[src/rtl/debug_command_sequencer.sv]
`default_nettype none
// ============================================================================
//  Module      : debug_command_sequencer
//  Description : Byte-stream command sequencer for a debug decoder. It takes
//                a command byte (plus two data bytes for writes), issues one
//                strobed operation and waits for completion or a timeout. It
//                then returns either the 16-bit read result or a status byte.
//  Revision    : 1.0 - initial release
// ============================================================================
module debug_command_sequencer (
    input  logic        CLK,
    input  logic        RESET_N,
    input  logic [7:0]  RX_DATA_I,
    input  logic        RX_VALID_I,
    output logic        RX_READY_O,
    output logic [7:0]  TX_DATA_O,
    output logic        TX_VALID_O,
    input  logic        TX_READY_I,
    output logic [2:0]  DEBUG_OP_O,
    output logic [2:0]  DEBUG_ARG_O,
    output logic        DEBUG_ADDR_INC_O,
    output logic        DEBUG_EN_BKP_O,
    output logic [15:0] DEBUG_DIN_O,
    output logic        DEBUG_STROBE_O,
    input  logic        DEBUG_DONE_I,
    input  logic [15:0] DEBUG_DOUT_I
);

    localparam logic [2:0] OP_NOP    = 3'd0;
    localparam logic [2:0] OP_WR_BKP = 3'd1;
    localparam logic [2:0] OP_WR_MEM = 3'd7;
    localparam logic [7:0] ACK_OK    = 8'hA5;
    localparam logic [7:0] ACK_ERR   = 8'hEE;
    localparam logic [7:0] TMO_LAST  = 8'hFF;

    typedef enum logic [2:0] {
        ST_IDLE    = 3'd0,
        ST_DATA_HI = 3'd1,
        ST_DATA_LO = 3'd2,
        ST_ISSUE   = 3'd3,
        ST_WAIT    = 3'd4,
        ST_TX_HI   = 3'd5,
        ST_TX_LO   = 3'd6,
        ST_TX_ACK  = 3'd7
    } state_t;

    state_t      state_q, state_d;
    logic [2:0]  op_q, op_d;
    logic [2:0]  arg_q, arg_d;
    logic        inc_q, inc_d;
    logic        bkp_q, bkp_d;
    logic [15:0] din_q, din_d;
    logic [15:0] rdata_q, rdata_d;
    logic        err_q, err_d;
    logic [7:0]  tmo_q, tmo_d;

    logic        rx_ready_w;
    logic        op_is_write_w;

    assign op_is_write_w = (op_q == OP_WR_BKP) || (op_q == OP_WR_MEM);

    // Ready is forced low while reset is held so no byte can appear accepted.
    assign RX_READY_O  = rx_ready_w & RESET_N;
    assign DEBUG_DIN_O = din_q;

    // Next-state and output decode for the command/response sequence.
    always_comb begin
        state_d          = state_q;
        op_d             = op_q;
        arg_d            = arg_q;
        inc_d            = inc_q;
        bkp_d            = bkp_q;
        din_d            = din_q;
        rdata_d          = rdata_q;
        err_d            = err_q;
        tmo_d            = tmo_q;
        rx_ready_w       = 1'b0;
        TX_VALID_O       = 1'b0;
        TX_DATA_O        = 8'h00;
        DEBUG_STROBE_O   = 1'b0;
        DEBUG_OP_O       = OP_NOP;
        DEBUG_ARG_O      = 3'd0;
        DEBUG_ADDR_INC_O = 1'b0;
        DEBUG_EN_BKP_O   = 1'b0;

        case (state_q)
            ST_IDLE: begin
                rx_ready_w = 1'b1;
                if (RX_VALID_I) begin
                    op_d  = RX_DATA_I[7:5];
                    arg_d = RX_DATA_I[4:2];
                    inc_d = RX_DATA_I[1];
                    bkp_d = RX_DATA_I[0];
                    err_d = 1'b0;
                    if ((RX_DATA_I[7:5] == OP_WR_BKP) || (RX_DATA_I[7:5] == OP_WR_MEM)) begin
                        state_d = ST_DATA_HI;
                    end else if (RX_DATA_I[7:5] == OP_NOP) begin
                        state_d = ST_TX_ACK;
                    end else begin
                        state_d = ST_ISSUE;
                    end
                end
            end
            ST_DATA_HI: begin
                rx_ready_w = 1'b1;
                if (RX_VALID_I) begin
                    din_d[15:8] = RX_DATA_I;
                    state_d     = ST_DATA_LO;
                end
            end
            ST_DATA_LO: begin
                rx_ready_w = 1'b1;
                if (RX_VALID_I) begin
                    din_d[7:0] = RX_DATA_I;
                    state_d    = ST_ISSUE;
                end
            end
            ST_ISSUE: begin
                DEBUG_STROBE_O   = 1'b1;
                DEBUG_OP_O       = op_q;
                DEBUG_ARG_O      = arg_q;
                DEBUG_ADDR_INC_O = inc_q;
                DEBUG_EN_BKP_O   = bkp_q;
                tmo_d            = 8'd0;
                state_d          = ST_WAIT;
            end
            ST_WAIT: begin
                DEBUG_OP_O       = op_q;
                DEBUG_ARG_O      = arg_q;
                DEBUG_ADDR_INC_O = inc_q;
                DEBUG_EN_BKP_O   = bkp_q;
                // Completion wins over a timeout landing in the same cycle.
                if (DEBUG_DONE_I) begin
                    if (op_is_write_w) begin
                        state_d = ST_TX_ACK;
                    end else begin
                        rdata_d = DEBUG_DOUT_I;
                        state_d = ST_TX_HI;
                    end
                end else if (tmo_q == TMO_LAST) begin
                    err_d   = 1'b1;
                    state_d = ST_TX_ACK;
                end else begin
                    tmo_d = tmo_q + 8'd1;
                end
            end
            ST_TX_HI: begin
                TX_VALID_O = 1'b1;
                TX_DATA_O  = rdata_q[15:8];
                if (TX_READY_I) begin
                    state_d = ST_TX_LO;
                end
            end
            ST_TX_LO: begin
                TX_VALID_O = 1'b1;
                TX_DATA_O  = rdata_q[7:0];
                if (TX_READY_I) begin
                    state_d = ST_IDLE;
                end
            end
            ST_TX_ACK: begin
                TX_VALID_O = 1'b1;
                TX_DATA_O  = err_q ? ACK_ERR : ACK_OK;
                if (TX_READY_I) begin
                    state_d = ST_IDLE;
                end
            end
            default: begin
                state_d = ST_IDLE;
            end
        endcase
    end

    // State and datapath registers; reset discards any operation in flight.
    always_ff @(posedge CLK) begin
        if (!RESET_N) begin
            state_q <= ST_IDLE;
            op_q    <= 3'd0;
            arg_q   <= 3'd0;
            inc_q   <= 1'b0;
            bkp_q   <= 1'b0;
            din_q   <= 16'd0;
            rdata_q <= 16'd0;
            err_q   <= 1'b0;
            tmo_q   <= 8'd0;
        end else begin
            state_q <= state_d;
            op_q    <= op_d;
            arg_q   <= arg_d;
            inc_q   <= inc_d;
            bkp_q   <= bkp_d;
            din_q   <= din_d;
            rdata_q <= rdata_d;
            err_q   <= err_d;
            tmo_q   <= tmo_d;
        end
    end

endmodule
`default_nettype wire

[config.mk]
export PLATFORM = sky130hd
export DESIGN_NAME = debug_command_sequencer
export DESIGN_NICKNAME = d
export VERILOG_FILES = /design/src/rtl/debug_command_sequencer.sv
export SDC_FILE = /design/constraint.sdc
export NUM_CORES = 1
export LEC_CHECK = 0
export ABC_AREA = 1
export CAP_MARGIN = 20
export CORE_MARGIN = 2
export CORE_UTILIZATION = 52
export CTS_CLUSTER_DIAMETER = 40
export DETAILED_ROUTE_END_ITERATION = 10
export PLACE_DENSITY_LB_ADDON = 0.2
export SETUP_SLACK_MARGIN = 0.5
export SLEW_MARGIN = 20
export SYNTH_ARGS = -nofsm -noshare
export SYNTH_HDL_FRONTEND = slang
export SYNTH_SLANG_ARGS = --single-unit
[constraint.sdc]
create_clock -name CLK -period 1.9 [get_ports CLK]
set_input_delay 0.38 -clock CLK [delete_from_list [all_inputs] [get_ports CLK]]
set_output_delay 0.38 -clock CLK [all_outputs]
set_load 0.02 [all_outputs]
==> metrics.csv, run 1 <==
metric,value,unit
synth_nets,356,
pin_count,64,
yosys-top-cells-count,"nor2_1 (56), dfxtp_1 (52), nand2_1 (42), inv_1 (38), a21oi_1 (33)",
yosysTopAreaCell,dfxtp_1,
place_hpwl,4.41,mm
postGrtWorstEndpoint,DEBUG_OP_O[0],
endpoint_type,output port,
cts_hold_buf,0,
cts_root_buffer,clkbuf_8,
synth_area_leaders,"dfxtp_1 (43%), nor2_1 (8.7%), a21oi_1 (6.9%), nand2_1 (6.5%), inv_1 (5.9%)",
die_h,72.1,µm
port_buffers,63,
chipWidth,72.1,µm
haltStage,global routing (5_1_grt),
dp.cells,451,
ys_ff_latch,52,
clock-sinks,52,
cts_buffer_depth,2,
tool.error,[ERROR GRT-0232] Routing congestion too high. Check the congestion heatmap in the GUI.,
ys_warn_count,0,
synth_top_area_share,43.2,%
gp_congestion,0.806,
grt_usage,80.2,%
synthMostInstantiatedCell,nor2_1,
postPlaceCellArea,3370,µm²
synth-seq-area-share,43.2,%
avgSynthCellArea,7.40,µm²
ys.flop_type,dfxtp_1,
synth_cell_types,34,
cts_max_level,2,
run_status,aborted with a tool error,
grt_overflow,174,
synth_area,2410,µm²
dp_slack,-0.180,ns
numCtsBuffers,5,
synthArstFlopShare,0,%
synth-edff-count,0,
initial_core_util,54.6,%
rows,24,
syn-instance-count,326,
grt_start_max_net_pins,45,
through the flow:
step           setup TNS, ns  utilization, %
4_1_cts                    0            89.1
2_1_floorplan              0               -
3_5_place_dp          -0.482            76.4
3_3_place_gp          -0.362            76.4
routing by layer:
metal  global-route usage [%]  overflow
met5                        0         0
met3                     50.8         0
met2                      106       115
met4                     97.5        57
met1                     76.3         2
logic make-up after synthesis:
logic type	count (synthesis)	share of synthesized area, %
buffers and inverters	54	10.3
AND/OR/NAND/NOR	130	25.4
adder cells (fa/ha/maj)	1	0.519
AO/OA/AOI/OAI	87	19.9
XOR/XNOR	2	0.727
flip-flops	52	43.2
timing repair:
item | 4_1_cts
endpoints found under the setup margin | 62
gates resized for setup | 196
cloned | 3
hold endpoints to repair | 0
pin swaps | 11
buffers inserted | 16
==> run 2: changes to the inputs <==
Settings changed: CORE_UTILIZATION 52 to 40, CTS_CLUSTER_DIAMETER 40 to not set, PLACE_DENSITY_LB_ADDON 0.2 to 0.15, SETUP_SLACK_MARGIN 0.5 to not set.
==> run 2 against run 1 <==
Net effect:
- the run now ends clean
- synthesized area is the same
- synthesized cell count is the same
==> metrics.csv, run 2 <==
metric,value,unit,change
avgViaCountPerCell,4.78,,
wl_per_cell,12.1,µm,
rows,28,,was 24
crit_type,primary input to output port,,
avgSynthCellArea,7.40,µm²,unchanged
yosysTopAreaCell,dfxtp_1,,unchanged
place_hpwl,4.36,mm,was 4.41 mm
nets,436,,
slew_headroom,75.1,%,
ys_ff_latch,52,,unchanged
grt_usage,18.4,%,
dr.pass1.iters,4,,
synth_area,2410,µm²,unchanged
diodes,0,,
grt_start_max_net_pins,45,,
layout_worst_path_cycle_share,95.6,%,
clock_latency,0.31,ns,
via_count,2306,,
hp-class,flop to flop,,
synth_cell_types,34,,unchanged
area_growth,34.8,%,
synthArstFlopShare,0,%,unchanged
syn-instance-count,326,,unchanged
crit_required,1.52,ns,
clk_pin_slew,0.09,ns,
hold_viol,0,,
cts_root_buffer,clkbuf_8,,unchanged
layout.cells.most_common,nor2_1,,
drive_gt1_share,18.2,%,
p_leak,1.31,nW,
drcViolationCount,0,,
synthMostInstantiatedCell,nor2_1,,unchanged
cts_buffer_depth,2,,unchanged
peakVddDrop,512,µV,
layout_common_cells,"nor2_1 (54), dfxtp_1 (49), clkdlybuf4s50_1 (44), nand2_1 (40), inv_1 (38)",,
grt_first_pass_wirelength,9.60,mm,
design_area,3250,µm²,
synth_area_leaders,"dfxtp_1 (43%), nor2_1 (8.7%), a21oi_1 (6.9%), nand2_1 (6.5%), inv_1 (5.9%)",,unchanged
clock-sinks,52,,unchanged
clock_skew,0.00767,ns,
dieArea,6660,µm²,
drtIter0Drc,89,,
synth-seq-area-share,43.2,%,unchanged
startpoint_type,primary input,,
totalWireLength,5.83,mm,
gp_congestion,0.793,,was 0.806
postPlaceCellArea,3210,µm²,was 3370 µm²
ys_warn_count,0,,unchanged
synth_nets,356,,unchanged
yosys-top-cells-count,"nor2_1 (56), dfxtp_1 (52), nand2_1 (42), inv_1 (38), a21oi_1 (33)",,unchanged
chipWidth,81.6,µm,was 72.1 µm
cap_viol_max_count,0,,
grt_pass1_vias,2201,,
synth_top_area_share,43.2,%,unchanged
run_status,"complete, no violations",,was aborted with a tool error
hold_ws,0.457,ns,
setup_viol_count_final,0,,
cts_hold_buf,0,,unchanged
end_kind,output port,,
arrival,1.44,ns,
cts_max_level,2,,unchanged
port_buffers,63,,unchanged
ant_nets,0,,
core,5890,µm²,
pin_count,64,,unchanged
antenna_found_initial,0,,
clock.fmax,551,MHz,
tightestPinTransition,0.373,ns,
die_h,81.6,µm,was 72.1 µm
ys.flop_type,dfxtp_1,,unchanged
min_period,1.82,ns,
tns,0,ns,
initial_core_util,41.0,%,was 54.6%
post-route-util,55.2,%,
synth-edff-count,0,,unchanged
grt_overflow,0,,
numCtsBuffers,5,,unchanged
grt_setup_unrepaired,false,,
power.total,2.81,mW,
cp_max_fo,2,,
cellPowerDensity,864,nW/µm²,
cts_tree,done,,
drv_slew,0,,
-- run 2: metrics by stage --
stage	instances	setup slack, ns
after floorplan	326	0.255
final	482	0.0842
after global routing	482	0.00139
after CTS	480	-0.00508
after detailed placement	472	-0.234
after global placement	472	-0.243
-- run 2: logic make-up (layout without fill, tap and decap cells) --
| group | count (synthesis) | in the layout | share of synthesized area (%) |
|---|---|---|---|
| AOI/OAI and AO/OA | 87 | 87 | 19.9 |
| buffers and inverters | 54 | 135 | 10.3 |
| adders and majority gates | 1 | 1 | 0.519 |
| xor gates and xnor gates | 2 | 2 | 0.727 |
| and+or+nand+nor | 130 | 130 | 25.4 |
| DFF | 52 | 52 | 43.2 |
-- run 2: routing by layer --
layer | GRT usage, % | routed length, µm | up-vias
met5 | 0 | 0 | -
met4 | 5.50 | 70 | 0
met3 | 4.62 | 310 | 8
met2 | 32.1 | 2820 | 41
met1 | 22.4 | 2640 | 1038
li1 | - | - | 1219
-- run 2: layout make-up --
class / instances / area, µm²
Fill cell: 612 / 2640
Multi-Input combinational cell: 220 / 1140
Sequential cell: 52 / 1050
Timing Repair Buffer: 83 / 716
Inverter: 44 / 171
Tap cell: 75 / 93.8
Clock buffer: 7 / 76.3
Clock inverter: 1 / 8.76
-- run 2: path summary, 6_finish.rpt --
| path | start | to | slack (ns) | depth (start not counted) |
|---|---|---|---|---|
| max | RESET_N | RX_READY_O | 0.08 | 4 |
| min | rdata_q[8]$_SDFFE_PN0P_ | rdata_q[8]$_SDFFE_PN0P_ | 0.46 | 2 |
| max reg2reg | tmo_q[0]$_SDFFE_PN0P_ | state_q[2]$_SDFFE_PN0P_ | 0.42 | 8 |
| min reg2reg | rdata_q[8]$_SDFFE_PN0P_ | rdata_q[8]$_SDFFE_PN0P_ | 0.46 | 2 |
-- run 2: power breakdown --
group          switching (mW)  internal, mW  total (mW)
sequential             0.0685          1.21        1.28
clock                   0.363         0.264       0.628
combinational           0.511         0.388       0.899
total                   0.943          1.87        2.81
-- run 2: timing repair --
item | 4_1_cts | 5_1_grt
gates resized for setup | 58 | 20
setup buffers | 0 | 2
endpoints found under the setup margin | 19 | 13
endpoints found under the hold margin | 0 | 0
pin swaps | 1 | 1
-- run 2: critical path, stage by stage --
cell and delay [ns]:
clkdlybuf4s50_1 0.50, inv_1 0.06, nor2_1 0.17, clkdlybuf4s15_1 0.33
Power figures use the tool's default switching activity.
